===== config.mk =====
export PLATFORM = sky130hd
export DESIGN_NAME = rx_ingress_stamper
export DESIGN_NICKNAME = d
export VERILOG_FILES = /design/src/rtl/rx_ingress_stamper.sv
export SDC_FILE = /design/constraint.sdc
export NUM_CORES = 1
export LEC_CHECK = 0
export ABC_CLOCK_PERIOD_IN_PS = 9400
export CAP_MARGIN = 20
export CORE_ASPECT_RATIO = 0.5
export CORE_MARGIN = 4
export CORE_UTILIZATION = 32
export CTS_BUF_LIST = sky130_fd_sc_hd__clkbuf_16
export CTS_CLUSTER_SIZE = 30
export DETAILED_ROUTE_END_ITERATION = 8
export GPL_TIMING_DRIVEN = 0
export MAX_ROUTING_LAYER = met4
export PLACE_DENSITY = 0.57
export RECOVER_POWER = 100
export SLEW_MARGIN = 10
export SYNTH_ARGS = -nofsm -noshare
export SYNTH_HDL_FRONTEND = slang
export SYNTH_SLANG_ARGS = --single-unit

===== constraint.sdc =====
create_clock -name axis_aclk -period 9.4 [get_ports axis_aclk]
set_input_delay 1.88 -clock axis_aclk [delete_from_list [all_inputs] [get_ports axis_aclk]]
set_output_delay 1.88 -clock axis_aclk [all_outputs]
set_load 0.03 [all_outputs]

===== src/rtl/rx_ingress_stamper.sv =====
// -----------------------------------------------------------------------------
// rx_ingress_stamper
//
// Per-port ingress stage that sits between an RX queue and a datapath slave
// stream port. On the first beat of each packet it writes the PTP ingress
// time and the source-port one-hot into tuser. It counts the bytes of each
// packet. A frame that grows beyond MAX_FRAME_BYTES is cut short: tlast is
// forced on the offending beat, tuser[64] flags the truncation, and the rest
// of the frame is swallowed.
//
// Pipeline: an output register plus one skid register. s_axis_tready is
// registered and means "skid register empty", so the stage sustains one beat
// per cycle while m_axis_tready stays high.
//
// Optional build macro: RX_STAMPER_STATS_EN
//   defined   -> stat_pkt_count / stat_trunc_count are live counters
//   undefined -> both counters are tied to 0 and stat_clear is ignored
//
// Ports:
//   axis_aclk, axis_resetn      clock, asynchronous active-low reset
//   sync_time_ptp_ns[31:0]      PTP nanoseconds sampled on the SOP accept
//   s_axis_*                    input stream (tdata/tkeep/tuser/tvalid/tlast, tready out)
//   m_axis_*                    output stream (tdata/tkeep/tuser/tvalid/tlast, tready in)
//   stat_clear                  synchronous clear of both counters
//   stat_pkt_count[31:0]        packets emitted (m-side beats with tlast)
//   stat_trunc_count[31:0]      packets truncated
// -----------------------------------------------------------------------------
module rx_ingress_stamper #(
  parameter int         AXIS_DATA_WIDTH  = 256,
  parameter int         AXIS_TUSER_WIDTH = 128,
  parameter logic [7:0] SRC_PORT_ONEHOT  = 8'h01,
  parameter int         MAX_FRAME_BYTES  = 1522,
  parameter int         TS_LSB           = 32
) (
  input  logic                          axis_aclk,
  input  logic                          axis_resetn,
  input  logic [31:0]                   sync_time_ptp_ns,
  input  logic [AXIS_DATA_WIDTH-1:0]    s_axis_tdata,
  input  logic [AXIS_DATA_WIDTH/8-1:0]  s_axis_tkeep,
  input  logic [AXIS_TUSER_WIDTH-1:0]   s_axis_tuser,
  input  logic                          s_axis_tvalid,
  output logic                          s_axis_tready,
  input  logic                          s_axis_tlast,
  output logic [AXIS_DATA_WIDTH-1:0]    m_axis_tdata,
  output logic [AXIS_DATA_WIDTH/8-1:0]  m_axis_tkeep,
  output logic [AXIS_TUSER_WIDTH-1:0]   m_axis_tuser,
  output logic                          m_axis_tvalid,
  input  logic                          m_axis_tready,
  output logic                          m_axis_tlast,
  input  logic                          stat_clear,
  output logic [31:0]                   stat_pkt_count,
  output logic [31:0]                   stat_trunc_count
);

  localparam int          KEEP_W    = AXIS_DATA_WIDTH / 8;
  localparam logic [16:0] MAX_BYTES = 17'(MAX_FRAME_BYTES);

  typedef enum logic [1:0] {
    ST_IDLE    = 2'd0,
    ST_IN_PKT  = 2'd1,
    ST_DISCARD = 2'd2
  } state_t;

  function automatic logic [15:0] popcount(input logic [KEEP_W-1:0] keep);
    logic [15:0] cnt;
    cnt = '0;
    for (int i = 0; i < KEEP_W; i++) begin
      cnt = cnt + {15'd0, keep[i]};
    end
    return cnt;
  endfunction

  function automatic logic [15:0] sat_add16(input logic [15:0] a, input logic [15:0] b);
    logic [16:0] sum;
    sum = {1'b0, a} + {1'b0, b};
    return sum[16] ? 16'hFFFF : sum[15:0];
  endfunction

  state_t                        r_state;
  logic [15:0]                   r_byte_cnt;
  logic                          r_s_tready;

  logic [AXIS_DATA_WIDTH-1:0]    r_out_data;
  logic [KEEP_W-1:0]             r_out_keep;
  logic [AXIS_TUSER_WIDTH-1:0]   r_out_user;
  logic                          r_out_last;
  logic                          r_out_vld;

  logic [AXIS_DATA_WIDTH-1:0]    r_skid_data;
  logic [KEEP_W-1:0]             r_skid_keep;
  logic [AXIS_TUSER_WIDTH-1:0]   r_skid_user;
  logic                          r_skid_last;
  logic                          r_skid_vld;

  logic                          w_accept;
  logic                          w_sop;
  logic                          w_fwd;
  logic                          w_push;
  logic [15:0]                   w_cnt_next;
  logic                          w_trunc;
  logic [AXIS_TUSER_WIDTH-1:0]   w_beat_user;
  logic                          w_beat_last;
  logic                          w_out_ready;
  logic                          w_skid_vld_next;

  assign w_accept = s_axis_tvalid & r_s_tready;
  assign w_sop    = (r_state == ST_IDLE);
  assign w_fwd    = (r_state != ST_DISCARD);
  assign w_push   = w_accept & w_fwd;

  // Byte count restarts at SOP; saturation keeps a runaway frame from wrapping
  // back under the limit.
  assign w_cnt_next = sat_add16(w_sop ? 16'd0 : r_byte_cnt, popcount(s_axis_tkeep));

  // A frame that exceeds the limit exactly on its last beat is let through.
  assign w_trunc = w_fwd & ({1'b0, w_cnt_next} > MAX_BYTES) & ~s_axis_tlast;

  always_comb begin
    w_beat_user = s_axis_tuser;
    if (w_sop) begin
      w_beat_user[TS_LSB +: 32] = sync_time_ptp_ns;
      w_beat_user[23:16]        = SRC_PORT_ONEHOT;
      w_beat_user[64]           = 1'b0;
    end
    if (w_trunc) begin
      w_beat_user[64] = 1'b1;
    end
    w_beat_last = s_axis_tlast | w_trunc;
  end

  // ---- packet state machine (updates on every accepted beat) ----
  always_ff @(posedge axis_aclk or negedge axis_resetn) begin
    if (!axis_resetn) begin
      r_state    <= ST_IDLE;
      r_byte_cnt <= '0;
    end else if (w_accept) begin
      case (r_state)
        ST_IDLE, ST_IN_PKT: begin
          r_byte_cnt <= w_cnt_next;
          if (w_trunc)           r_state <= ST_DISCARD;
          else if (s_axis_tlast) r_state <= ST_IDLE;
          else                   r_state <= ST_IN_PKT;
        end
        ST_DISCARD: begin
          if (s_axis_tlast) r_state <= ST_IDLE;
        end
        default: r_state <= ST_IDLE;
      endcase
    end
  end

  // ---- output register + skid register ----
  // The output register may load whenever it is empty or being drained. A
  // beat that arrives while the output is stalled parks in the skid register,
  // which also drops s_axis_tready for the next cycle.
  assign w_out_ready     = ~r_out_vld | m_axis_tready;
  assign w_skid_vld_next = w_out_ready ? 1'b0 : (r_skid_vld | w_push);

  always_ff @(posedge axis_aclk or negedge axis_resetn) begin
    if (!axis_resetn) begin
      r_out_data  <= '0;
      r_out_keep  <= '0;
      r_out_user  <= '0;
      r_out_last  <= 1'b0;
      r_out_vld   <= 1'b0;
      r_skid_data <= '0;
      r_skid_keep <= '0;
      r_skid_user <= '0;
      r_skid_last <= 1'b0;
      r_skid_vld  <= 1'b0;
      r_s_tready  <= 1'b0;
    end else begin
      if (w_out_ready) begin
        if (r_skid_vld) begin
          r_out_data <= r_skid_data;
          r_out_keep <= r_skid_keep;
          r_out_user <= r_skid_user;
          r_out_last <= r_skid_last;
          r_out_vld  <= 1'b1;
        end else if (w_push) begin
          r_out_data <= s_axis_tdata;
          r_out_keep <= s_axis_tkeep;
          r_out_user <= w_beat_user;
          r_out_last <= w_beat_last;
          r_out_vld  <= 1'b1;
        end else begin
          r_out_vld  <= 1'b0;
        end
      end else if (w_push) begin
        r_skid_data <= s_axis_tdata;
        r_skid_keep <= s_axis_tkeep;
        r_skid_user <= w_beat_user;
        r_skid_last <= w_beat_last;
      end
      r_skid_vld <= w_skid_vld_next;
      r_s_tready <= ~w_skid_vld_next;
    end
  end

  assign s_axis_tready = r_s_tready;
  assign m_axis_tdata  = r_out_data;
  assign m_axis_tkeep  = r_out_keep;
  assign m_axis_tuser  = r_out_user;
  assign m_axis_tlast  = r_out_last;
  assign m_axis_tvalid = r_out_vld;

  // ---- statistics ----
`ifdef RX_STAMPER_STATS_EN
  logic [31:0] r_pkt_count;
  logic [31:0] r_trunc_count;

  always_ff @(posedge axis_aclk or negedge axis_resetn) begin
    if (!axis_resetn) begin
      r_pkt_count   <= '0;
      r_trunc_count <= '0;
    end else if (stat_clear) begin
      r_pkt_count   <= '0;
      r_trunc_count <= '0;
    end else begin
      if (r_out_vld & m_axis_tready & r_out_last) r_pkt_count <= r_pkt_count + 32'd1;
      if (w_accept & w_trunc)                     r_trunc_count <= r_trunc_count + 32'd1;
    end
  end

  assign stat_pkt_count   = r_pkt_count;
  assign stat_trunc_count = r_trunc_count;
`else
  logic w_unused_stat_clear;
  assign w_unused_stat_clear = stat_clear;
  assign stat_pkt_count      = '0;
  assign stat_trunc_count    = '0;
`endif

endmodule


* Word level (Yosys, flattened, before mapping)
Index checks and enable logic that the tools add are counted.
** Storage, ports and cells
- Bits of input ports :: 454
- Flip-flop bits (word level) :: 855
- Output and inout bits :: 483
** Cells by class
- Bitwise logic cells :: 11
- Equal/unequal tests :: 4
- Add/sub/neg operators :: 32
- Magnitude comparators :: 1
- Reduce and logical (&&, ||, !) cells :: 7
- Muxes and demuxes :: 20
** Operator list (number)
- two-way mux 256 bit :: 2
- adder 16 x 1 -> 16 bit :: 16
- two-way mux 128 bit :: 2
- two-way mux 32 bit :: 2
- two-way mux 33 bit :: 1
- two-way mux 16 bit :: 2
- adder 16 x 16 -> 17 bit :: 1
- adder 15 x 1 -> 16 bit :: 1
- greater-than comparator 16 x 11 -> 1 bit (second input constant) :: 1
- adder 14 x 1 -> 15 bit :: 1
- adder 13 x 1 -> 14 bit :: 1
- adder 12 x 1 -> 13 bit :: 1
- adder 11 x 1 -> 12 bit :: 1
- adder 10 x 1 -> 11 bit :: 1
- adder 9 x 1 -> 10 bit :: 1
- adder 8 x 1 -> 9 bit :: 1
- adder 7 x 1 -> 8 bit :: 1
- two-way mux 8 bit :: 1
- AND reduction 2 bit :: 4
- adder 6 x 1 -> 7 bit :: 1
- two-way mux 1 bit :: 7
- adder 5 x 1 -> 6 bit :: 1
- adder 4 x 1 -> 5 bit :: 1
- adder 3 x 1 -> 4 bit :: 1
- 13 further kinds :: 23

* Longest topological paths before layout
Gate-level depths: netlist (run 1).
- Word-level depth :: 39
- Mapped depth :: 22
- Depth with buffers taken out :: 19

* Least setup slack after synthesis (run 1)
Ideal clock, no wire load.
- Path type :: input to register
- Start :: input s_axis_tkeep[5]
- End :: register r_skid_last
- Path buffers :: 0
- Required time :: 9262 ps
- Cell stages on the path :: 18
- Arrival time :: 6915 ps
- Setup time :: 138 ps
- Path slack :: 2347 ps
- Cells stage by stage :: inv_1 fa_1 fa_1 fa_1 fa_1 fa_1 fa_1 fa_1 inv_1 fa_1 nand3_1 a21oi_2 o211ai_4 or4b_1 nand4_1 o221ai_2 o21ai_1 a31oi_1
** Between the ends
- Cells in the longest elaborated chain, start to end :: 33
** RTL lines
- start, declared :: RTL line 39 : input logic [AXIS_DATA_WIDTH/8-1:0] s_axis_tkeep,
- adder 5 x 1 -> 6 bit :: RTL line 68 : cnt = cnt + {15'd0, keep[i]};
- adder 6 x 1 -> 7 bit :: RTL line 68
- adder 7 x 1 -> 8 bit :: RTL line 68
- adder 8 x 1 -> 9 bit :: RTL line 68
- adder 9 x 1 -> 10 bit :: RTL line 68
- adder 10 x 1 -> 11 bit :: RTL line 68
- adder 11 x 1 -> 12 bit :: RTL line 68
- adder 12 x 1 -> 13 bit :: RTL line 68
- adder 13 x 1 -> 14 bit :: RTL line 68
- adder 14 x 1 -> 15 bit :: RTL line 68
- adder 15 x 1 -> 16 bit :: RTL line 68
- adder 16 x 1 -> 16 bit (16 in series) :: RTL line 68
- adder 16 x 16 -> 17 bit :: RTL line 75 : sum = {1'b0, a} + {1'b0, b};
- two-way mux 16 bit :: RTL line 76 : return sum[16] ? 16'hFFFF : sum[15:0];
- greater-than comparator 16 x 11 -> 1 bit :: RTL line 116 : assign w_trunc = w_fwd & ({1'b0, w_cnt_next} > MAX_BYTES) & ~s_axis_tlast;
- bitwise AND 1 bit (2 in series) :: RTL line 116
- bitwise OR 1 bit :: RTL line 128 : w_beat_last = s_axis_tlast | w_trunc;
- end signal, assigned :: RTL line 193 : r_skid_last <= w_beat_last;
- end, declared :: RTL line 92 : logic r_skid_last;
No other way between the ends.
A chain may end at the register's enable or synchronous reset.

* Worst setup path after layout (run 1)
- Start :: input s_axis_tkeep[7]
- End :: register r_skid_last
** Between the ends
- Cells in the longest elaborated chain, start to end :: 31
** RTL lines (RTL line)
- adder 7 x 1 -> 8 bit :: 68
- adder 8 x 1 -> 9 bit :: 68
- adder 9 x 1 -> 10 bit :: 68
- adder 10 x 1 -> 11 bit :: 68
- adder 11 x 1 -> 12 bit :: 68
- adder 12 x 1 -> 13 bit :: 68
- adder 13 x 1 -> 14 bit :: 68
- adder 14 x 1 -> 15 bit :: 68
- adder 15 x 1 -> 16 bit :: 68
- adder 16 x 1 -> 16 bit (16 in series) :: 68
- adder 16 x 16 -> 17 bit :: 75
- two-way mux 16 bit :: 76
- greater-than comparator 16 x 11 -> 1 bit :: 116
- bitwise AND 1 bit (2 in series) :: 116
- bitwise OR 1 bit :: 128
No other way between the ends.

==> results of run 1 <==
## cell families (layout without fill, tap and decap cells)
kind of cell	count (synthesis)	in the layout	share of synthesized area [%]
xor+xnor	6	6	0.141
flops	855	855	57.2
compound gates	590	590	8.27
mux	409	409	10.9
buf+inv	358	1386	4.31
simple gates	1682	1682	17.2
other cells	1	103	0.0100
fa+ha+maj	41	41	1.89
## tightest hold or removal path, delay by kind of cell, from the launching register on
kind	cells	cell delay [ps]
flops	1	350
simple gates	2	100
## final cells by class
| type | instances | area share, % |
|---|---|---|
| clock buffer | 84 | 4.11 |
| timing repair buffer | 883 | 17.5 |
| clock inverter | 61 | 0.918 |
| sequential | 855 | 41.9 |
| tap | 1530 | 3.75 |
| inverter | 43 | 0.316 |
| buffer | 315 | 2.80 |
| multi-input combinational | 2792 | 28.6 |
| antenna | 39 | 0.191 |
## how the worst min path moves through the flow
stage                                       startpoint                            to  slack [ps]  cells past startpoint
after detailed placement     r_byte_cnt[2]$_DFFE_PN0P_     r_byte_cnt[2]$_DFFE_PN0P_         460                      2
after global routing      r_skid_user[112]$_DFFE_PN0P_  r_skid_user[112]$_DFFE_PN0P_         490                      2
final                        r_byte_cnt[2]$_DFFE_PN0P_     r_byte_cnt[2]$_DFFE_PN0P_         470                      2
after floorplan              r_byte_cnt[2]$_DFFE_PN0P_     r_byte_cnt[2]$_DFFE_PN0P_         430                      2
after CTS                    r_byte_cnt[2]$_DFFE_PN0P_     r_byte_cnt[2]$_DFFE_PN0P_         470                      2
after global placement       r_byte_cnt[2]$_DFFE_PN0P_     r_byte_cnt[2]$_DFFE_PN0P_         450                      2
## flip-flops by register name (all words and copies together) (netlist names)
name           flops
r_byte_cnt        16
r_skid_user      128
r_state            2
m_axis_tvalid      1
r_skid_last        1
s_axis_tready      1
r_skid_data      256
r_skid_keep       32
m_axis_tdata     256
m_axis_tkeep      32
r_skid_vld         1
m_axis_tuser     128
m_axis_tlast       1
## layer usage
layer / global-route usage (%) / wire, um / up-vias
met5: - / 0 / -
met4: 9.84 / 5720 / 0
met3: 3.51 / 5350 / 247
met2: 39.6 / 73400 / 690
met1: 27.6 / 57200 / 15600
li1: - / - / 14800
## cells in the final DEF, fill, tap and decap left out, types with 4 or more instances in the layout
cell type           n
buf_2               6
nand2_1          1571
clkdlybuf4s50_1   449
nand3_1             6
clkinvlp_4          4
and2_1              7
bufinv_16           6
diode_2            39
clkinv_2           12
nor2_1             65
conb_1             64
dlygate4sd3_1     421
a31oi_1             7
nand4_1             6
clkbuf_16          84
a21o_1              4
clkbuf_1          245
o211ai_1            5
xnor2_1             4
o21ai_1            11
nor2b_1             4
nor3_1              5
clkinv_1           18
fa_1               26
ha_1               15
a21oi_1            58
mux2i_1           409
buf_16              6
inv_1              58
o21ai_0           484
buf_4              64
dfrtp_1           855
## where the power goes
group	switching, mW	internal, mW
Sequential	0.628	4.79
Combinational	3.35	1.88
Clock	1.51	1.79
Total	5.49	8.46
==> metrics.md, run 1 <==
| Metric | Value |
|---|---|
| Initial antenna violation count | 46 |
| Slowest Stage Delay on Critical Path | 870 ps |
| R2R depth | 21 |
| Placed cell area | 48600 um2 |
| Core Area | 116000 um2 |
| Slack of the critical path | 1340 ps |
| Clock transition at the registers of the reported paths | 70 ps |
| Fillcell total | 11200 |
| Avg Inst Size Synth | 9.49 um2 |
| Number of vias per cell | 4.75 |
| H-tree lvl count | 3 |
| Largest net degree at the start of global routing | 110 |
| Post-route clock skew | 23.4 ps |
| Max cap viols | 4 |
| Peak VDD IR | 0.222 mV |
| CP Cell Sequence | dlygate4sd3_1 > inv_1 > fa_1 > fa_1 > fa_1 > fa_1 > fa_1 > fa_1 > fa_1 > inv_1 > fa_1 > nand3_1 > a21oi_1 > o21ai_0 > nor2_1 > mux2i_1 > o221ai_2 > o21ai_0 > a31oi_1 |
| Crit path max-delay family | adder cells |
| Worst skew pair latency | 680 ps |
| DIE AREA | 123000 um2 |
| Die Span Y | 250 um |
| Final WL | 142000 um |
| Slowest CP cell | o21ai_0 |
| Input/output buffers | 871 |
| Buf/Inv on CP | 3 |
| CTS buffer count | 82 |
| RSZ-0062 raised after global routing | false |
| CTS Root Cell | clkbuf_16 |
| Final hold violations | 0 |
| Row count | 88 |
| Area of the multi-input gates | 14600 um2 |
| FF-to-FF setup slack | 1900 ps |
| Reg-to-Reg End | r_skid_last$_DFFE_PN0P_ |
| Post-Syn Area | 37400 um2 |
| Leak Pwr | 23.9 nW |
| Grt ovf | 0 |
| Layout net count | 5467 |
| Fmax | 0.124 GHz |
| Period Utilization, post-route | 85.8% |
| Ys flop type | dfrtp_1 |
| Cell Pwr Density | 273 nW/um2 |
| DP Cell Count | 6418 |
| Fraction of layout cells with a size suffix above 1 | 3.97% |
| Tmin final | 8060 ps |
| Most common cell on crit path | fa_1 |
| Syn Inst Count | 3942 |
| Routability congestion estimate | 0.946 |
| Final Instance Area | 51100 um2 |
| CP Class | in2reg |
| Post-CTS Hold Fix Bufs | 0 |
| Worst Setup EP | r_skid_last$_DFFE_PN0P_ |
| Minimum hold slack | 470 ps |
| Routed WL per cell | 21.4 um |
| Dominant cell type by area after synthesis | dfrtp_1 |
| DR pass1 iterations | 5 |
| Vias in the first global route | 31300 |
| Final setup TNS | 0 ps |
| FF+latch area | 21400 um2 |
| First-pass GRT wire length | 209000 um |
| Core Util, Final | 44.2% |
| Distinct cell type count after synthesis | 56 |
| Post-cts sizing count | 0 |
| Tot GR Track Use | 23.3% |
| Yosys warns | 0 |
| Status | finished with violations |
| Share of the synthesized area in the top cell type | 57.2% |
| Most common cell in the netlist | nand2_1 |
| Hold Path Class | reg2reg |
| Largest cells by area after synthesis | dfrtp_1 57%, nand2_1 16%, mux2i_1 11%, o21ai_0 5.1%, clkbuf_1 2.2% |
| Ports | 937 |
| Routed Antenna Nets | 0 |
| Starting DRT DRC Count | 1874 |
| Final Setup Violations | 0 |
| CP Depth | 19 |
| EDFF count, synth | 0 |
| TritonCTS clock tree | done |
| Worst path arrival time | 8600 ps |
| Async SR Flop Fraction | 100% |
| Critical Path Source | s_axis_tkeep[7] |
| Area delta synth->final | 36.7% |
| Max clock buf depth | 3 |
| Post-synthesis sequential element count | 855 |
| Dpl hpwl | 111000 um |
| Worst slew pin tran | 3240 ps |
| Critical path capture point type | flop |
| Worst Path Required | 9930 ps |
| R2R Path Start | r_state[0]$_DFFE_PN0P_ |
| Count of pins over their slew limit | 355 |
| Startpoint types | input pin |
| Final Power | 14.0 mW |
| Post-synthesis sequential area ratio | 57.2% |
| Final cell count without fillers | 6602 |
| Dpl ws | 1140 ps |
| Relative slew margins | -116% |
| Top cells by count, synth | 1571 x nand2_1, 855 x dfrtp_1, 409 x mux2i_1 |
| Total number of vias | 31400 |
| Initial core utilization | 32.3% |
| Post-CTS Setup Bufs | 0 |
| Failing checks | max-capacitance violations, max-slew violations |
| Die width | 491 um |
| Drt drc | 0 |
| Clock Sinks | 855 |
| Crit path max fanout | 10 |
Power figures use the tool's default switching activity.
==> run 2, diff against run 1 <==
Settings changed: PLACE_DENSITY 0.57 to 0.67.
==> run 2 against run 1 <==
The flow still finishes with violations (max-capacitance violations, max-slew violations). Register-to-register slack got worse by 130 ps. Maximum frequency shrank 3.3%. Clock power grew 4%. Wire length up 1.8%. Total power grew 1.2%. Global-route usage increased by 0.31 points.
==> metrics.md, run 2 (synthesis results as in run 1) <==
| Metric | Value |
|---|---|
| CTS Root Cell | clkbuf_16 |
| Int Power | 8.54 mW (+0.92%) |
| Met3 Use GR | 4.24% (+0.74 points) |
| RSZ-0062 raised after global routing | false |
| Crit path max fanout | 10 (unchanged) |
| Largest net degree at the start of global routing | 116 (+5.5%) |
| Peak VDD IR | 0.218 mV (-1.8%) |
| Layout net count | 5469 (+0.037%) |
| Leak Pwr | 24.0 nW (+0.15%) |
| Commonest non-fill, non-tap cell in the layout | nand2_1 |
| FF+latch area | 21400 um2 (unchanged) |
| Max clock buf depth | 3 (unchanged) |
| Logic gate share of total power | 37.4% (about the same) |
| Critical path capture point type | flop |
| CP Cell Sequence | dlygate4sd3_1 > inv_1 > fa_1 > fa_1 > fa_1 > fa_1 > fa_1 > fa_1 > fa_1 > inv_1 > fa_1 > nand3_1 > a21oi_1 > o21ai_0 > nor2_1 > mux2i_1 > o221ai_1 > o21ai_1 > a31oi_1 |
| Grt peak-use layer | met2 |
| Crit path max-delay family | adder cells |
| Most frequent cells in the layout | 1571 x nand2_1, 855 x dfrtp_1, 485 x o21ai_0 |
| Ports | 937 (unchanged) |
| Row count | 88 (unchanged) |
| Hold Path Class | reg2reg |
| Post-CTS Setup Bufs | 0 (unchanged) |
| Psw | 5.58 mW (+1.6%) |
| Worst skew pair latency | 700 ps (+20 ps) |
| Fmax | 0.120 GHz (-3.3%) |
| Initial core utilization | 32.3% (unchanged) |
| Clock Power Share | 24.2% (+0.5 points) |
| Area delta synth->final | 36.7% (about the same) |
| TritonCTS clock tree | done |
| Routability congestion estimate | 0.942 (-0.37%) |
| Fillcell total | 10900 (-2.2%) |
| Routed WL per cell | 21.8 um (+1.8%) |
| Tmin final | 8340 ps (+275 ps) |
| Dpl hpwl | 112000 um (+1.6%) |
| FF-to-FF setup slack | 1770 ps (-130 ps) |
| Post-route clock skew | 30.6 ps (+7.28 ps) |
| Final Setup Violations | 0 (unchanged) |
| Relative slew margins | -133% (-18 points) |
| Final Instance Area | 51100 um2 (about the same) |
| Most common cell on crit path | fa_1 |
| Period Utilization, post-route | 88.7% (+2.9 points) |
| DIE AREA | 123000 um2 (unchanged) |
| Routed Antenna Nets | 0 (unchanged) |
| Core Area | 116000 um2 (unchanged) |
| Cell Pwr Density | 276 nW/um2 (+1.2%) |
| Die width | 491 um (unchanged) |
| Failing checks | max-capacitance violations, max-slew violations |
| Slowest Stage Delay on Critical Path | 890 ps (+20 ps) |
| Worst Path Required | 9940 ps (about the same) |
| Worst path arrival time | 8880 ps (+280 ps) |
| GR Layer Usage met1 | 29.3% (+1.8 points) |
| Count of pins over their slew limit | 552 (+55%) |
| Die Span Y | 250 um (unchanged) |
| Worst slew pin tran | 3500 ps (+265 ps) |
| Number of vias per cell | 4.85 (+2.2%) |
| Clock Sinks | 855 (unchanged) |
| CTS buffer count | 85 (+3.7%) |
| Final Power | 14.1 mW (+1.2%) |
| Area of the multi-input gates | 14600 um2 (about the same) |
| Placed cell area | 48500 um2 (about the same) |
| CP Class | in2reg |
| Post-cts sizing count | 0 (unchanged) |
| Startpoint types | input pin |
| H-tree lvl count | 3 (unchanged) |
| Sw Share | 39.5% (+0.17 points) |
| Final WL | 144000 um (+1.8%) |
| Final hold violations | 0 (unchanged) |
| Reg power frac | 38.4% (-0.4 points) |
| Input/output buffers | 871 (unchanged) |
| Vias in the first global route | 31900 (+1.8%) |
| Initial antenna violation count | 46 (unchanged) |
| Clock transition at the registers of the reported paths | 70 ps (about the same) |
| Max cap viols | 6 (+2) |
| Grt ovf | 0 (unchanged) |
| DR pass1 iterations | 7 (+2) |
| Tot GR Track Use | 23.6% (+0.31 points) |
| Buf/Inv on CP | 3 (unchanged) |
| Status | finished with violations |
| First-pass GRT wire length | 211000 um (+1.2%) |
| Final setup TNS | 0 ps (unchanged) |
| Drt drc | 0 (unchanged) |
| Slowest CP cell | o21ai_0 |
| Post-CTS Hold Fix Bufs | 0 (unchanged) |
| Total number of vias | 32000 (+2.2%) |
| GR Util met2 | 38.2% (-1.5 points) |
| Fraction of layout cells with a size suffix above 1 | 4.07% (+0.095 points) |
| Starting DRT DRC Count | 2382 (+27%) |
run 2: power groups by stage:
stage / clock (mW) / sequential (mW) / combinational (mW)
6_report: 3.42 / 5.43 / 5.28
2_1_floorplan: 0 / 6.47 / 1.99
4_1_cts: 3.50 / 5.44 / 5.56
5_1_grt: 3.66 / 5.55 / 5.70
3_3_place_gp: 0 / 5.50 / 5.41
3_5_place_dp: 0 / 5.50 / 5.54
run 2: routing by layer:
layer,part of all wire [%],routed length (um),vias up
li1,-,-,14800
met2,49,70800,950
met4,4.3,6190,0
met1,41,59400,16000
met3,5.4,7740,262
met5,0,0,-
run 2: layout make-up:
cell class,instances,area share (%)
clock inverters,63,0.945
multi-input cells,2792,28.5
inverters,43,0.316
clock buffers,88,4.31
diodes,36,0.176
plain buffers,315,2.81
well taps,1530,3.75
flip-flops and latches,855,41.9
repair buffers,882,17.3
run 2: worst min-delay path: stages, from the launching register on:
cell and delay (ps):
dfrtp_1 330, nand2_1 40, o21ai_0 60
run 2: per-stage QoR:
step	utilization [%]	worst slack, ps	instances	hold slack, ps
after floorplan	-	2350	4005	430
after CTS	44.3	1660	6568	477
after global placement	41.7	-31860	6406	445
after global routing	44.2	806	6602	489
after detailed placement	42.0	934	6417	456
final	44.2	1060	6604	471
run 2: final timing paths:
path / endpoint / depth (start not counted) / from
worst max-delay path: r_skid_last$_DFFE_PN0P_ / 19 / s_axis_tkeep[7]
worst min-delay path: m_axis_tdata[72]$_DFFE_PN0P_ / 2 / m_axis_tdata[72]$_DFFE_PN0P_
worst max register to register: r_skid_last$_DFFE_PN0P_ / 21 / r_state[0]$_DFFE_PN0P_
worst min register to register: m_axis_tdata[72]$_DFFE_PN0P_ / 2 / m_axis_tdata[72]$_DFFE_PN0P_
max in group asynchronous: m_axis_tdata[76]$_DFFE_PN0P_ / 3 / axis_resetn
min in group asynchronous: m_axis_tuser[27]$_DFFE_PN0P_ / 1 / axis_resetn
